**config.mk**
```make
export PLATFORM = sky130hd
export DESIGN_NAME = ofmap_fifo_pack_flat
export DESIGN_NICKNAME = d
export VERILOG_FILES = /design/src/rtl/ofmap_fifo_pack_pkg.sv /design/src/rtl/ofmap_fifo_pack_if.sv /design/src/rtl/ofmap_fifo_pack_shift_buf.sv /design/src/rtl/ofmap_fifo_pack.sv /design/src/flat_wrapper.sv
export SDC_FILE = /design/constraint.sdc
export NUM_CORES = 1
export LEC_CHECK = 0
export CORE_AREA = 2 2 236 238
export CTS_BUF_LIST = sky130_fd_sc_hd__clkbuf_16
export CTS_CLUSTER_SIZE = 25
export DETAILED_ROUTE_END_ITERATION = 8
export DIE_AREA = 0 0 238 240
export PLACE_DENSITY = 0.49
export SETUP_SLACK_MARGIN = 0.02
export SYNTH_ARGS = -nofsm -noshare
export SYNTH_HDL_FRONTEND = slang
export SYNTH_SLANG_ARGS = --single-unit
```
**constraint.sdc**
```tcl
create_clock -name clk -period 2.5 [get_ports clk]
set_input_delay 0.625 -clock clk [delete_from_list [all_inputs] [get_ports clk]]
set_output_delay 0.625 -clock clk [all_outputs]
set_load 0.01 [all_outputs]
```
**src/rtl/ofmap_fifo_pack_pkg.sv**
```systemverilog
// Shared constants and FSM state type for the ofmap write-back packer (72-bit rows -> 64-bit words).
// The 64->72 input FIFO imports the same width constants.
package ofmap_fifo_pack_pkg;

    localparam int unsigned IN_W  = 72;
    localparam int unsigned OUT_W = 64;
    localparam int unsigned BUF_W = IN_W + OUT_W;
    localparam int unsigned CNT_W = 16;
    localparam int unsigned IDX_W = 8;

    // Index-width copies so comparisons against the fill index stay width-matched
    localparam logic [IDX_W-1:0] IDX_IN   = IDX_W'(IN_W);
    localparam logic [IDX_W-1:0] IDX_OUT  = IDX_W'(OUT_W);
    localparam logic [IDX_W-1:0] IDX_ROOM = IDX_W'(BUF_W - IN_W);

    typedef enum logic [1:0] {
        StIdle,
        StRun,
        StFlush,
        StDone
    } state_e;

endpackage

```
**src/rtl/ofmap_fifo_pack_if.sv**
```systemverilog
// Row-in / word-out handshake bundle of the ofmap packer.
// master = packer side, slave = ofmap buffer / DRAM side.
interface ofmap_fifo_pack_if;
    import ofmap_fifo_pack_pkg::*;

    logic             row_valid;
    logic             row_ready;
    logic [IN_W-1:0]  row_data;
    logic             word_valid;
    logic             word_ready;
    logic [OUT_W-1:0] word_data;
    logic             word_last;

    modport master (
        input  row_valid,
        input  row_data,
        input  word_ready,
        output row_ready,
        output word_valid,
        output word_data,
        output word_last
    );

    modport slave (
        output row_valid,
        output row_data,
        output word_ready,
        input  row_ready,
        input  word_valid,
        input  word_data,
        input  word_last
    );

endinterface

```
**src/rtl/ofmap_fifo_pack_shift_buf.sv**
```systemverilog
// Residue buffer: BUF_W bits filled from bit 0 upward, written at the fill index and
// drained OUT_W bits at a time from the bottom with zero fill at the top.
module ofmap_fifo_pack_shift_buf
    import ofmap_fifo_pack_pkg::*;
(
    input  logic             clk,
    input  logic             rst,
    input  logic             clr,
    input  logic             wr_en,
    input  logic [IN_W-1:0]  wr_data,
    input  logic             shift_en,
    output logic [OUT_W-1:0] head,
    output logic [IDX_W-1:0] index
);

    logic [BUF_W-1:0] sbuf_q, sbuf_d, shifted;
    logic [IDX_W-1:0] idx_q, idx_d, idx_base;

    always_comb begin
        shifted  = sbuf_q;
        idx_base = idx_q;
        if (shift_en) begin
            shifted  = sbuf_q >> OUT_W;
            // Floor at zero: the padded flush word drains fewer than OUT_W real bits
            idx_base = (idx_q > IDX_OUT) ? (idx_q - IDX_OUT) : '0;
        end
        sbuf_d = shifted;
        idx_d  = idx_base;
        if (wr_en) begin
            sbuf_d = shifted | ({{(BUF_W - IN_W){1'b0}}, wr_data} << idx_base);
            idx_d  = idx_base + IDX_IN;
        end
    end

    always_ff @(posedge clk) begin
        if (rst || clr) begin
            sbuf_q <= '0;
            idx_q  <= '0;
        end else begin
            sbuf_q <= sbuf_d;
            idx_q  <= idx_d;
        end
    end

    assign head  = sbuf_q[OUT_W-1:0];
    assign index = idx_q;

endmodule

```
**src/rtl/ofmap_fifo_pack.sv**
```systemverilog
// Ofmap write-back packer: 72-bit rows in, 64-bit DRAM words out, zero-padded flush.
// Optional PACK_CHECKSUM_EN adds a running XOR of every emitted word.
module ofmap_fifo_pack
    import ofmap_fifo_pack_pkg::*;
(
    input  logic                    clk,
    input  logic                    rst,
    input  logic                    start,
    input  logic                    flush,
    ofmap_fifo_pack_if.master       bus,
    output logic                    busy,
    output logic                    done,
    output logic [CNT_W-1:0]        rows_in,
`ifdef PACK_CHECKSUM_EN
    output logic [OUT_W-1:0]        checksum,
`endif
    output logic [CNT_W-1:0]        words_out
);

    state_e           state_q;
    logic [CNT_W-1:0] rows_q, words_q;
    logic [IDX_W-1:0] index;
    logic [OUT_W-1:0] head;
    logic             row_acc, word_fire, clr;

    assign clr       = (state_q == StIdle) && start;
    assign row_acc   = bus.row_valid && bus.row_ready;
    assign word_fire = bus.word_valid && bus.word_ready;

    // All handshake outputs decode registers only; no row_valid -> word_valid path
    assign bus.row_ready  = (state_q == StRun) && (index <= IDX_ROOM);
    assign bus.word_valid = (index >= IDX_OUT) || ((state_q == StFlush) && (index != '0));
    assign bus.word_last  = (state_q == StFlush) && (index != '0) && (index <= IDX_OUT);
    assign bus.word_data  = head;

    assign busy      = (state_q != StIdle);
    assign done      = (state_q == StDone);
    assign rows_in   = rows_q;
    assign words_out = words_q;

    ofmap_fifo_pack_shift_buf u_pack_shift_buf (
        .clk      (clk),
        .rst      (rst),
        .clr      (clr),
        .wr_en    (row_acc),
        .wr_data  (bus.row_data),
        .shift_en (word_fire),
        .head     (head),
        .index    (index)
    );

`ifdef PACK_CHECKSUM_EN
    logic [OUT_W-1:0] csum_q;
    assign checksum = csum_q;

    always_ff @(posedge clk) begin
        if (rst || clr) begin
            csum_q <= '0;
        end else if (word_fire) begin
            csum_q <= csum_q ^ head;
        end
    end
`endif

    always_ff @(posedge clk) begin
        if (rst) begin
            state_q <= StIdle;
            rows_q  <= '0;
            words_q <= '0;
        end else begin
            if (clr) begin
                rows_q  <= '0;
                words_q <= '0;
            end else begin
                if (row_acc) begin
                    rows_q <= rows_q + CNT_W'(1);
                end
                if (word_fire) begin
                    words_q <= words_q + CNT_W'(1);
                end
            end
            case (state_q)
                StIdle: begin
                    if (start) begin
                        state_q <= StRun;
                    end
                end
                StRun: begin
                    if (flush) begin
                        state_q <= StFlush;
                    end
                end
                StFlush: begin
                    // Leave as soon as the final word fires, or at once if nothing is left
                    if ((index == '0) || (word_fire && bus.word_last)) begin
                        state_q <= StDone;
                    end
                end
                StDone: begin
                    state_q <= StIdle;
                end
                default: begin
                    state_q <= StIdle;
                end
            endcase
        end
    end

endmodule

```
**src/flat_wrapper.sv**
```systemverilog
// flat-port wrapper written by rule: the top's interface ports become plain ports
module ofmap_fifo_pack_flat import ofmap_fifo_pack_pkg::*;
  (clk, rst, start, flush, busy, done, rows_in, words_out, bus_row_valid, bus_row_data, bus_word_ready, bus_row_ready, bus_word_valid, bus_word_data, bus_word_last);
  ofmap_fifo_pack_if bus_i ();
  input  logic clk;
  input  logic rst;
  input  logic start;
  input  logic flush;
  output logic busy;
  output logic done;
  output logic [CNT_W-1:0] rows_in;
  output logic [CNT_W-1:0] words_out;
  input wire logic [$bits(bus_i.row_valid)-1:0] bus_row_valid;
  input wire logic [$bits(bus_i.row_data)-1:0] bus_row_data;
  input wire logic [$bits(bus_i.word_ready)-1:0] bus_word_ready;
  output wire logic [$bits(bus_i.row_ready)-1:0] bus_row_ready;
  output wire logic [$bits(bus_i.word_valid)-1:0] bus_word_valid;
  output wire logic [$bits(bus_i.word_data)-1:0] bus_word_data;
  output wire logic [$bits(bus_i.word_last)-1:0] bus_word_last;
  assign bus_i.row_valid = bus_row_valid;
  assign bus_i.row_data = bus_row_data;
  assign bus_i.word_ready = bus_word_ready;
  assign bus_row_ready = bus_i.row_ready;
  assign bus_word_valid = bus_i.word_valid;
  assign bus_word_data = bus_i.word_data;
  assign bus_word_last = bus_i.word_last;
  ofmap_fifo_pack u_core (.clk(clk), .rst(rst), .start(start), .flush(flush), .bus(bus_i), .busy(busy), .done(done), .rows_in(rows_in), .words_out(words_out));
endmodule
```
==> impl_metrics.yaml, run 1 <==
timing:
  max_freq_mhz: 317
  fin_crit_ps: 3160
  period_share: 1.26
  rsz0062_at_grt: "true"
  slew_violations: 0
  worstMarginPinSlew_ps: 596
  setup_viol: 140
  slew-limit-headroom: 0.600
  hold_viol: 0
  clock_skew_ps: 20.7
  setup_ws_ps: -657
setup_path:
  worst-path-max-fanout: 5
  cp-end-kind: "register"
  r2r_end: "u_core.u_pack_shift_buf.sbuf_q[64]"
  crit_required_ps: 2840
  crit_type: "register to register"
  r2r-start: "u_core.state_q[0]"
  startpoint: "u_core.state_q[0]"
  worstSetupEndpoint: "u_core.u_pack_shift_buf.sbuf_q[64]"
  worstPathArrival_ps: 3500
  start_kind: "register"
  r2r_slack_ps: -660
  worstRegToRegCells: 15
global_routing:
  grt_use_total: 0.352
  overflow: 0
  grt_pass1_vias: 20800
  grt_pass1_wl_mm: 147
  antenna_found_initial: 2
  grt_max_degree: 41
yosys:
  yosys.area_share.adder: 0.00615
  synth-main-ff-cell: "dfxtp_1"
  async_reset_ff_frac: 0
  ys_ff_latch: 178
  synthDistinctLibCells: 92
  synthMuxAreaShare: 0.106
  mappedNetlistArea_sq_um: 16300
  yosys_warnings: 0
  synth_nets: 2344
  synth_top_family_by_area: "compound AO/OA/AOI/OAI gates"
  synth_enable_flop_cells: 0
  synth_seq_area_share: 0.219
  yosys.area_share.xor_xnor: 0.0118
  synth_cells: 2258
  syn_area_per_cell_sq_um: 7.21
  synth_compound_area_frac: 0.343
  synthSimpleGateAreaFrac: 0.209
power:
  vdd_ir_drop_max_mv: 0.544
  p_per_area_nw_per_um2: 530
  finalPower_mw: 15.2
  p_leak_nw: 11.3
floorplan:
  rows: 86
  die_w_um: 238
  io_pins: 179
  core_sq_um: 54700
  die_area_sq_um: 57100
  start_util: 0.298
  die_h_um: 240
placement:
  place_congestion: 1.05
  numPortBuffers: 178
  dpl.hpwl_mm: 83.9
  placed_area_sq_um: 24000
  place_ws_ps: -1840
outcome:
  violations: "setup timing"
  status: "finished, violations left"
layout:
  fillers: 5262
  nNetsFinal: 3172
  fin_area_sq_um: 28700
  layout-drive-gt1-share: 0.444
  multi_input_area_sq_um: 13600
  final-seq-area_sq_um: 3570
  syn_to_final_growth_pct: 76.5
clock_tree:
  htree_levels: 4
  numCtsBuffers: 17
  cts_buffer_depth: 2
  clk_latency_ps: 470
  cts.sinks: 178
  ctsHoldBuffers: 0
  ctsRootBufferMaster: "clkbuf_16"
  path_clk_slew_ps: 70
  cts_tree: "yes"
job:
  drv_cap: 0
min_path:
  min_path_type: "register to register"
route:
  drc: 0
  via_per_inst: 5.91
  wl_mm: 107
  drt-initial-drc-count: 2232
  vias: 22500
  drtPass1Iterations: 6
  ant_nets: 0
  wl_per_cell_um: 28.1
==> per-stage QoR <==
step | TNS [ps] | std cells | hold WS (ps) | utilization
final | -56080 | 3804 | 463 | 0.526
after detailed placement | -185290 | 3659 | 444 | 0.439
after global placement | -177770 | 3659 | 442 | 0.439
after floorplan | -288 | 2258 | 425 | -
after CTS | -60110 | 3709 | 460 | 0.465
after global routing | -65560 | 3803 | 480 | 0.526
==> where the power goes <==
| group | switching, mW | leakage, nW | internal (mW) |
|---|---|---|---|
| clock | 1.26 | 0.274 | 1.46 |
| sequential | 0.108 | 1.44 | 3.00 |
| combinational | 5.07 | 9.63 | 4.33 |
==> placed cells by master (no fill, tap or decap), drive strengths merged, types with 63 or more instances in the layout <==
cell / count
nand2: 318
nor2: 222
o22ai: 63
buf: 891
clkdlybuf4s50: 173
mux2i: 120
nand3: 67
dfxtp: 178
a21oi: 155
a31oi: 72
o21ai: 142
==> area by class of cell <==
| type | instances | area share |
|---|---|---|
| antenna | 1 | 0.0000870 |
| clock buffer | 17 | 0.0148 |
| clock inverter | 15 | 0.00487 |
| inverter | 42 | 0.00575 |
| multi-input combinational | 1769 | 0.473 |
| sequential | 178 | 0.124 |
| tap | 704 | 0.0306 |
| timing repair buffer | 1078 | 0.346 |
==> cell families after synthesis <==
group,count (synthesis)
AOI/OAI and AO/OA,809
and+or+nand+nor,775
buffers and inverters,311
DFF,178
muxes,155
xor gates and xnor gates,22
adders and majority gates,8
==> cells in the mapped netlist (all sizes together), types with 28 or more instances <==
cell | number | area (sq um)
nand3 | 67 | 335
nor3 | 45 | 225
a221oi | 35 | 313
a211oi | 44 | 355
o211ai | 37 | 278
o22ai | 63 | 400
a31oi | 72 | 450
mux2i | 120 | 1200
o21ai | 142 | 714
nand2 | 318 | 1190
a21oi | 155 | 783
nor2 | 222 | 841
buf | 192 | 1270
o221ai | 28 | 251
inv | 41 | 154
dfxtp | 178 | 3560
clkbuf | 77 | 289
==> state kept, by name, summed over array words and instances (netlist names) <==
register / flops
u_core.rows_in: 16
u_core.u_pack_shift_buf.sbuf_q: 136
u_core.state_q: 2
u_core.u_pack_shift_buf.index: 8
u_core.words_out: 16
==> timing repair <==
action                                  CTS  global route
gates cloned                              2            11
gates resized for setup                 141           544
setup buffers                            17            92
endpoints found under the setup margin  168           163
pin swaps                                31           167
==> worst max-delay path, cell delays in order, from the launching register on <==
cell	delay [ps]
dfxtp_2	330
inv_2	50
ha_4	170
buf_6	110
nor4bb_4	140
buf_6	140
clkbuf_16	170
buf_12	130
o32a_1	320
a32oi_1	240
o21ai_2	140
a222oi_1	420
buf_4	250
mux2i_2	100
a22oi_1	200
o22ai_1	100
==> per-layer routing <==
layer | global-route usage | routed length, um | up-vias
met5 | 0 | 0 | -
met4 | 0.177 | 6390 | 0
met3 | 0.0550 | 7900 | 262
met2 | 0.552 | 47300 | 1205
met1 | 0.470 | 45100 | 11000
li1 | - | - | 10100
==> worst min-delay path by stage <==
stage	startpoint	end	slack (ps)	cells after the start
floorplan	u_core.u_pack_shift_buf.sbuf_q[75]	u_core.u_pack_shift_buf.sbuf_q[75]	420	2
global placement	u_core.u_pack_shift_buf.sbuf_q[113]	u_core.u_pack_shift_buf.sbuf_q[113]	440	1
detailed placement	u_core.u_pack_shift_buf.sbuf_q[113]	u_core.u_pack_shift_buf.sbuf_q[113]	440	1
CTS	u_core.u_pack_shift_buf.sbuf_q[113]	u_core.u_pack_shift_buf.sbuf_q[113]	460	1
global route	u_core.u_pack_shift_buf.sbuf_q[113]	u_core.u_pack_shift_buf.sbuf_q[113]	480	1
finish	u_core.u_pack_shift_buf.sbuf_q[113]	u_core.u_pack_shift_buf.sbuf_q[113]	460	1
Note: power is estimated with default switching activity, not from simulation.
==> inputs of run 2 (changes only) <==
--- a/config.mk
+++ b/config.mk
@@ -5,6 +5,7 @@
 export SDC_FILE = /design/constraint.sdc
 export NUM_CORES = 1
 export LEC_CHECK = 0
+export ABC_CLOCK_PERIOD_IN_PS = 2500
 export CORE_AREA = 2 2 236 238
 export CTS_BUF_LIST = sky130_fd_sc_hd__clkbuf_16
 export CTS_CLUSTER_SIZE = 25
==> results of run 2 <==
No change in the layout: final DEF, timing and power equal those of run 1.
